File: config.mk
export PLATFORM = sky130hd
export DESIGN_NAME = multicycle_control
export DESIGN_NICKNAME = d
export VERILOG_FILES = /design/src/rtl/mips_pkg.sv /design/src/rtl/multicycle_control.sv
export SDC_FILE = /design/constraint.sdc
export NUM_CORES = 1
export LEC_CHECK = 0
export BUFFER_PORTS_ARGS = -buffer_cell sky130_fd_sc_hd__buf_2
export CAP_MARGIN = 30
export CORE_AREA = 2 2 39 41
export DETAILED_ROUTE_END_ITERATION = 12
export DIE_AREA = 0 0 41 43
export PLACE_DENSITY = 0.79
export SYNTH_ARGS = -nofsm -noshare
export SYNTH_HDL_FRONTEND = slang
export SYNTH_SLANG_ARGS = --single-unit
File: constraint.sdc
create_clock -name i_clk -period 2.3 [get_ports i_clk]
set_input_delay 0.345 -clock i_clk [delete_from_list [all_inputs] [get_ports i_clk]]
set_output_delay 0.345 -clock i_clk [all_outputs]
set_load 0.05 [all_outputs]
File: src/rtl/mips_pkg.sv
// Shared MIPS definitions for the multi-cycle core: opcodes, control FSM state
// encoding and the datapath mux/ALU select codes driven by the control unit.
package mips_pkg;

    // Opcode field values (IR[31:26]) handled by the multi-cycle core
    localparam logic [5:0] OP_RTYPE = 6'b000000;
    localparam logic [5:0] OP_ADDI  = 6'b001000;
    localparam logic [5:0] OP_ADDIU = 6'b001001;
    localparam logic [5:0] OP_LW    = 6'b100011;
    localparam logic [5:0] OP_SW    = 6'b101011;
    localparam logic [5:0] OP_BEQ   = 6'b000100;
    localparam logic [5:0] OP_J     = 6'b000010;

    // Control FSM states; codes 12-15 are unused
    typedef enum logic [3:0] {
        StFetch  = 4'd0,
        StDecode = 4'd1,
        StMemAdr = 4'd2,
        StMemRd  = 4'd3,
        StMemWb  = 4'd4,
        StMemWr  = 4'd5,
        StExec   = 4'd6,
        StRwb    = 4'd7,
        StBranch = 4'd8,
        StJump   = 4'd9,
        StImmEx  = 4'd10,
        StImmWb  = 4'd11
    } stateE;

    // ALU operation select
    localparam logic [1:0] ALU_OP_ADD   = 2'b00;
    localparam logic [1:0] ALU_OP_SUB   = 2'b01;
    localparam logic [1:0] ALU_OP_FUNCT = 2'b10;

    // ALU B operand select
    localparam logic [1:0] SRC_B_RT     = 2'b00;
    localparam logic [1:0] SRC_B_FOUR   = 2'b01;
    localparam logic [1:0] SRC_B_IMM    = 2'b10;
    localparam logic [1:0] SRC_B_IMMSH  = 2'b11;

    // PC source select
    localparam logic [1:0] PC_SRC_ALU    = 2'b00;
    localparam logic [1:0] PC_SRC_ALUOUT = 2'b01;
    localparam logic [1:0] PC_SRC_JUMP   = 2'b10;

    // Immediate needs sign extension (addiu is deliberately zero-extended here)
    function automatic logic isSignExt(input logic [5:0] op);
        return (op == OP_ADDI) || (op == OP_LW) || (op == OP_SW) || (op == OP_BEQ);
    endfunction

endpackage

File: src/rtl/multicycle_control.sv
// Multi-cycle MIPS control unit: Moore FSM sequencing the shared memory/ALU
// datapath, with a memory-ready handshake in FETCH, MEMRD and MEMWR.
// Optional performance counters are enabled by defining MULTICYCLE_CONTROL_PERF_EN.
module multicycle_control
    import mips_pkg::*;
#(
    parameter int unsigned CNT_W = 32
) (
    input  logic             i_clk,
    input  logic             i_rst,
    input  logic [5:0]       i_instrCode,
    input  logic             i_memReady,
    output logic             o_pcWrite,
    output logic             o_pcWriteCond,
    output logic             o_iorD,
    output logic             o_memRead,
    output logic             o_memWrite,
    output logic             o_irWrite,
    output logic             o_regDst,
    output logic             o_memToReg,
    output logic             o_regWrite,
    output logic             o_aluSrcA,
    output logic [1:0]       o_aluSrcB,
    output logic [1:0]       o_aluOp,
    output logic [1:0]       o_pcSource,
    output logic             o_extOp,
    output logic             o_illegal,
    output logic [3:0]       o_state
`ifdef MULTICYCLE_CONTROL_PERF_EN
    ,
    output logic [CNT_W-1:0] o_cycleCount,
    output logic [CNT_W-1:0] o_instrCount
`endif
);

    if (CNT_W == 0) begin : gCntWCheck
        $error("CNT_W must be at least 1");
    end

    stateE stateQ, stateD;

    // State register; reset aborts any instruction in flight
    always_ff @(posedge i_clk or posedge i_rst) begin
        if (i_rst) begin
            stateQ <= StFetch;
        end else begin
            stateQ <= stateD;
        end
    end

    // Next-state and Moore output decode
    always_comb begin
        stateD        = stateQ;
        o_pcWrite     = 1'b0;
        o_pcWriteCond = 1'b0;
        o_iorD        = 1'b0;
        o_memRead     = 1'b0;
        o_memWrite    = 1'b0;
        o_irWrite     = 1'b0;
        o_regDst      = 1'b0;
        o_memToReg    = 1'b0;
        o_regWrite    = 1'b0;
        o_aluSrcA     = 1'b0;
        o_aluSrcB     = SRC_B_RT;
        o_aluOp       = ALU_OP_ADD;
        o_pcSource    = PC_SRC_ALU;
        o_extOp       = isSignExt(i_instrCode);
        o_illegal     = 1'b0;

        case (stateQ)
            StFetch: begin
                // Opcode is not yet valid in FETCH, so no extension hint
                o_extOp   = 1'b0;
                o_memRead = 1'b1;
                o_aluSrcB = SRC_B_FOUR;
                // Reset holds state at FETCH; keep IR/PC from loading meanwhile
                o_irWrite = i_memReady & ~i_rst;
                o_pcWrite = i_memReady & ~i_rst;
                if (i_memReady) begin
                    stateD = StDecode;
                end
            end
            StDecode: begin
                o_aluSrcB = SRC_B_IMMSH;
                case (i_instrCode)
                    OP_LW, OP_SW:      stateD = StMemAdr;
                    OP_RTYPE:          stateD = StExec;
                    OP_ADDI, OP_ADDIU: stateD = StImmEx;
                    OP_BEQ:            stateD = StBranch;
                    OP_J:              stateD = StJump;
                    default: begin
                        o_illegal = 1'b1;
                        stateD    = StFetch;
                    end
                endcase
            end
            StMemAdr: begin
                o_aluSrcA = 1'b1;
                o_aluSrcB = SRC_B_IMM;
                stateD    = (i_instrCode == OP_SW) ? StMemWr : StMemRd;
            end
            StMemRd: begin
                o_memRead = 1'b1;
                o_iorD    = 1'b1;
                if (i_memReady) begin
                    stateD = StMemWb;
                end
            end
            StMemWb: begin
                o_regWrite = 1'b1;
                o_memToReg = 1'b1;
                stateD     = StFetch;
            end
            StMemWr: begin
                o_memWrite = 1'b1;
                o_iorD     = 1'b1;
                if (i_memReady) begin
                    stateD = StFetch;
                end
            end
            StExec: begin
                o_aluSrcA = 1'b1;
                o_aluOp   = ALU_OP_FUNCT;
                stateD    = StRwb;
            end
            StRwb: begin
                o_regWrite = 1'b1;
                o_regDst   = 1'b1;
                stateD     = StFetch;
            end
            StBranch: begin
                o_aluSrcA     = 1'b1;
                o_aluOp       = ALU_OP_SUB;
                o_pcWriteCond = 1'b1;
                o_pcSource    = PC_SRC_ALUOUT;
                stateD        = StFetch;
            end
            StJump: begin
                o_pcWrite  = 1'b1;
                o_pcSource = PC_SRC_JUMP;
                stateD     = StFetch;
            end
            StImmEx: begin
                o_aluSrcA = 1'b1;
                o_aluSrcB = SRC_B_IMM;
                stateD    = StImmWb;
            end
            StImmWb: begin
                o_regWrite = 1'b1;
                stateD     = StFetch;
            end
            default: begin
                // Unused codes: recover to FETCH with everything quiet
                o_extOp = 1'b0;
                stateD  = StFetch;
            end
        endcase
    end

    assign o_state = stateQ;

`ifdef MULTICYCLE_CONTROL_PERF_EN
    logic [CNT_W-1:0] cycleCountQ, instrCountQ;

    // Saturating cycle and retired-instruction counters
    always_ff @(posedge i_clk or posedge i_rst) begin
        if (i_rst) begin
            cycleCountQ <= '0;
            instrCountQ <= '0;
        end else begin
            if (cycleCountQ != '1) begin
                cycleCountQ <= cycleCountQ + 1'b1;
            end
            if ((stateQ != StFetch) && (stateD == StFetch) && (instrCountQ != '1)) begin
                instrCountQ <= instrCountQ + 1'b1;
            end
        end
    end

    assign o_cycleCount = cycleCountQ;
    assign o_instrCount = instrCountQ;
`endif

endmodule
; ---- Word level (Yosys, flattened, before mapping)
; Index checks and enable logic that the tools add are counted.
[word_totals]
input_bits = 9
regBits = 4
out_inout_bits = 22
[op_classes]
muxes = 22
bitwise_logic = 2
reduce_logical = 15
eq_ne = 20
[ops]
columns = op, count
row1 = one-hot mux 4 bit (7 select lines), 1
row2 = one-hot mux 4 bit (5 select lines), 1
row3 = == test 4 x 3 -> 1 bit (second input constant), 4
row4 = == test 4 bit (second input constant), 4
row5 = == test 6 x 4 -> 1 bit (second input constant), 2
row6 = == test 6 bit (second input constant), 2
row7 = 2-to-1 mux 1 bit, 12
row8 = 2-to-1 mux 4 bit, 3
row9 = OR reduction 11 bit, 1
row10 = OR reduction 2 bit, 5
row11 = == test 4 x 2 -> 1 bit (second input constant), 2
row12 = one-hot mux 2 bit (2 select lines), 2
row13 = OR reduction 7 bit, 1
row14 = == test 6 x 2 -> 1 bit (second input constant), 1
row15 = == test 6 x 3 -> 1 bit (second input constant), 1
row16 = logical NOT 6 bit, 1
row17 = inequality test 2 bit (second input constant), 3
row18 = one-hot mux 2 bit (3 select lines), 1
row19 = == test 4 x 1 -> 1 bit (second input constant), 1
row20 = logical NOT 4 bit, 1
row21 = OR reduction 4 bit, 1
row22 = logical OR 1 bit, 3
row23 = 2-to-1 mux 3 bit, 1
row24 = AND reduction 3 bit, 1
row25 = other kinds (4), 4

; ---- Longest topological paths before layout
[depth]
depth_word = 5
mapped_depth = 5
ltp_nobuf = 4

; ---- Worst setup path before layout
; No wires, ideal clock.
[synth_path]
kind = flip-flop to output port
start = register stateQ[2], in the netlist o_state[2]
end = output o_pcSource[0]
slack_ns = -1.051
n_path_buf = 3
t_required_ns = 1.955
path_stages_with_launch = 5
arrival_time_ns = 3.006
cell_sequence = dfrtp_1 -> buf_6 -> clkbuf_1 -> nor4_1 -> buf_4
[synth_between]
elab_chain_cells = 2
word_cells_on_any_way = 3
classes_between = eq/ne (2) / mux (1)
[synth_rtl]
columns = element, line_no
row1 = start: declaration, multicycle_control.sv:40  ; stateE stateQ, stateD;
row2 = start signal: assignment, multicycle_control.sv:45  ; stateQ <= StFetch;
row3 = start signal: assignment, multicycle_control.sv:47  ; stateQ <= stateD;
row4 = == test 4 bit, multicycle_control.sv:70  ; case (stateQ)
row5 = one-hot mux 2 bit (2 select lines) *, multicycle_control.sv:70
row6 = end: declaration, multicycle_control.sv:25  ; output logic [1:0] o_pcSource,
; Every way passes the cells marked *; elsewhere a longest branch is shown, timed or not.

; ---- Worst setup path after layout
[layout_path]
start = register stateQ[0], in the netlist o_state[0]
end = output o_illegal
[layout_between]
elab_chain_cells = 2
[layout_rtl]
columns = element, line_no
row1 = == test 4 x 1 -> 1 bit, multicycle_control.sv:70
row2 = 2-to-1 mux 1 bit, multicycle_control.sv:70
row3 = end: declaration, multicycle_control.sv:27  ; output logic o_illegal,
; Every way passes these cells.

==> summary.txt <==
Cells and area
  – Non-filler cells, final: 130
  – Largest register FFs: 4
  – Antenna diodes: 0
  – Share of layout cells above drive strength 1: 41.2%
  – Area grow syn2layout: 44.5%
  – Fillcell total: 131
  – Final Net Count: 125

Detailed routing
  – 1st-iter DRT viols: 13
  – DR WL/cell: 13.2 microns
  – Antenna Nets Post-Route: 0
  – Routed Wire Length: 1.71 mm
  – Via density: 5.68
  – DR vias: 738
  – DRC viols: 0
  – Drt first pass iters: 4

Timing
  – Final setup fails: 0
  – Final worst path period share: 92.0%
  – Setup TNS: 0 ps
  – Rel. slew slack: 67.2%
  – RSZ-0062 raised after global routing: no
  – Slew Limit Fails: 0
  – Final WS setup: 184 ps
  – Actual slew at the worst max-slew pin: 492 ps
  – F_max: 473 MHz
  – Clock skew: 5.15 ps
  – Hold Vio Cnt, Final: 0
  – Final min period: 2120 ps

Setup path
  – Cell breakdown of the critical path: nor2b_1 > nand2_1 > nor3_2 > buf_2
  – CP startpoint kind: flop
  – CP Capture Type: output pin
  – Endpoint arrival time on the critical path: 1770 ps
  – Max incr delay on CP: 640 ps
  – Max FO, Critical Path: 16
  – CP max-delay cell: dfrtp_1
  – Worst path required time: 1960 ps
  – CP Class: flop to output pin

Min path
  – Hold Path Class: input pin to flop

Synthesis
  – Primary FF master, synth: dfrtp_1
  – Syn avg cell area: 6.87 sq um
  – Post-synth top area cell: dfrtp_1
  – Yosys warns: 0
  – Post-synthesis sequential area ratio: 17.1%
  – Ys async rst share: 100%
  – Post-Synthesis Cells: 85
  – Synth Net Count: 94
  – Synth Register Bits: 4
  – Post-synth cell types: 37
  – Yosys top cell area share: 17.1%
  – Cell area after synthesis: 584 sq um
  – Post-synth EDFFs: 0
  – Synth area leaders: dfrtp_1, nor2_1, a21oi_1, nor3_1, nand2b_1

CTS
  – Post_cts resized: 0
  – Clock root cell: clkbuf_4
  – CTS tree: done
  – Clk buf depth: 2
  – Sink Count: 4
  – Num CTS Buffers: 3
  – Worst-Skew Late Latency: 250 ps
  – # H-tree levels: 1
  – Worst-path clk slew: 40 ps

Outcome
  – Status: completed

Flow run
  – # Max-Cap Violations: 0

Floorplan
  – DIE AREA: 0.00176 sq mm
  – Starting Density: 42.2%
  – Die Ht: 43 microns
  – Chip width: 41 microns
  – Total core area: 0.00138 sq mm
  – Boundary pin count: 31
  – Row cnt: 14

Power and ir drop
  – Maximum vdd drop: 0.587 mV
  – Power density of the placed cells: 1380 mW/mm^2
  – P_leak: 0.395 nW
  – Power, Total: 1.17 mW

Global routing
  – Vias in the first global route: 642
  – First-pass GRT wire length: 2.71 mm
  – Tot GR Track Use: 22.4%
  – Largest net degree at the start of global routing: 17
  – Global route total overflow: 0
  – Antenna violations before repair: 0

Place
  – Worst slack, placed: 233 ps
  – Placed cells: 126
  – Routability cong.: 0.857
  – HPWL after DPL: 1.31 mm
  – PortBufs: 30
## layout by cell type, fill, tap and decap left out, types with 3 or more instances in the layout
master / count
nand2b_1: 4
dfrtp_1: 4
buf_4: 4
nor2b_1: 4
nand2_1: 5
nor3_2: 3
nor2_1: 9
a21oi_1: 6
buf_2: 30
clkbuf_4: 3
## repair_timing
action                                  CTS  global route
buffers inserted                          0             0
endpoints found under the setup margin    0             0
hold buffers                              1             0
hold endpoints to repair                  2             0
## critical path: cells and delay by family, from the launching register on
kind          cells  cell delay (ps)
buf+inv           1              280
simple gates      3              600
flops             1              640
## logic make-up after synthesis
logic type             Yosys count  share of synthesized area [%]
multiplexers                     2                           3.43
flip-flops                       4                           17.1
AND/OR/NAND/NOR                 45                           43.0
buffers and inverters           13                           11.3
AO/OA/AOI/OAI                   19                           22.1
XOR/XNOR                         2                           3.00
## cell type report
| class | instances | area (sq um) | share of cell area, % |
|---|---|---|---|
| Clock buffer | 3 | 22.5 | 2.67 |
| Inverter | 4 | 15.0 | 1.78 |
| Multi-Input combinational cell | 68 | 497 | 58.8 |
| Sequential cell | 4 | 100 | 11.9 |
| Tap cell | 16 | 20.0 | 2.37 |
| Timing Repair Buffer | 35 | 190 | 22.5 |
## routing by layer
layer | part of all wire, % | GRT usage (%)
met1 | 43 | 26.5
met2 | 50 | 37.5
met3 | 5.7 | 4.71
met4 | 1.1 | 8.00
met5 | 0 | 0
## worst paths after layout
path	start	slack, ps	endpoint	depth (start not counted)
max	o_state[0]	180	o_illegal	4
min	i_instrCode[4]	500	o_state[1]	3
max reg2reg	o_state[0]	610	o_state[1]	4
min reg2reg	o_state[2]	790	o_state[1]	2
max in group asynchronous	i_rst	1600	o_state[3]	3
min in group asynchronous	i_rst	550	o_state[0]	3
## Yosys cell counts (3+ instances only)
cell type	count
clkbuf_1	4
nand2b_1	4
nand2_1	5
dfrtp_1	4
nor2_1	9
nor3b_1	3
a21oi_1	6
nor4_1	4
nor2b_1	4
nor3_1	6
## metrics by stage
stage	instance area (sq um)	util (%)	hold slack, ps
floorplan	663	-	111
global placement	812	58.7	258
detailed placement	812	58.7	259
CTS	845	61.0	500
global route	845	61.0	522
finish	845	61.0	496
## power by group
group          internal (mW)  total [mW]  switching [mW]
logic                  0.256       0.919           0.663
clock network         0.0589      0.0952          0.0363
registers             0.0919       0.151          0.0592
Power figures use the tool's default switching activity.
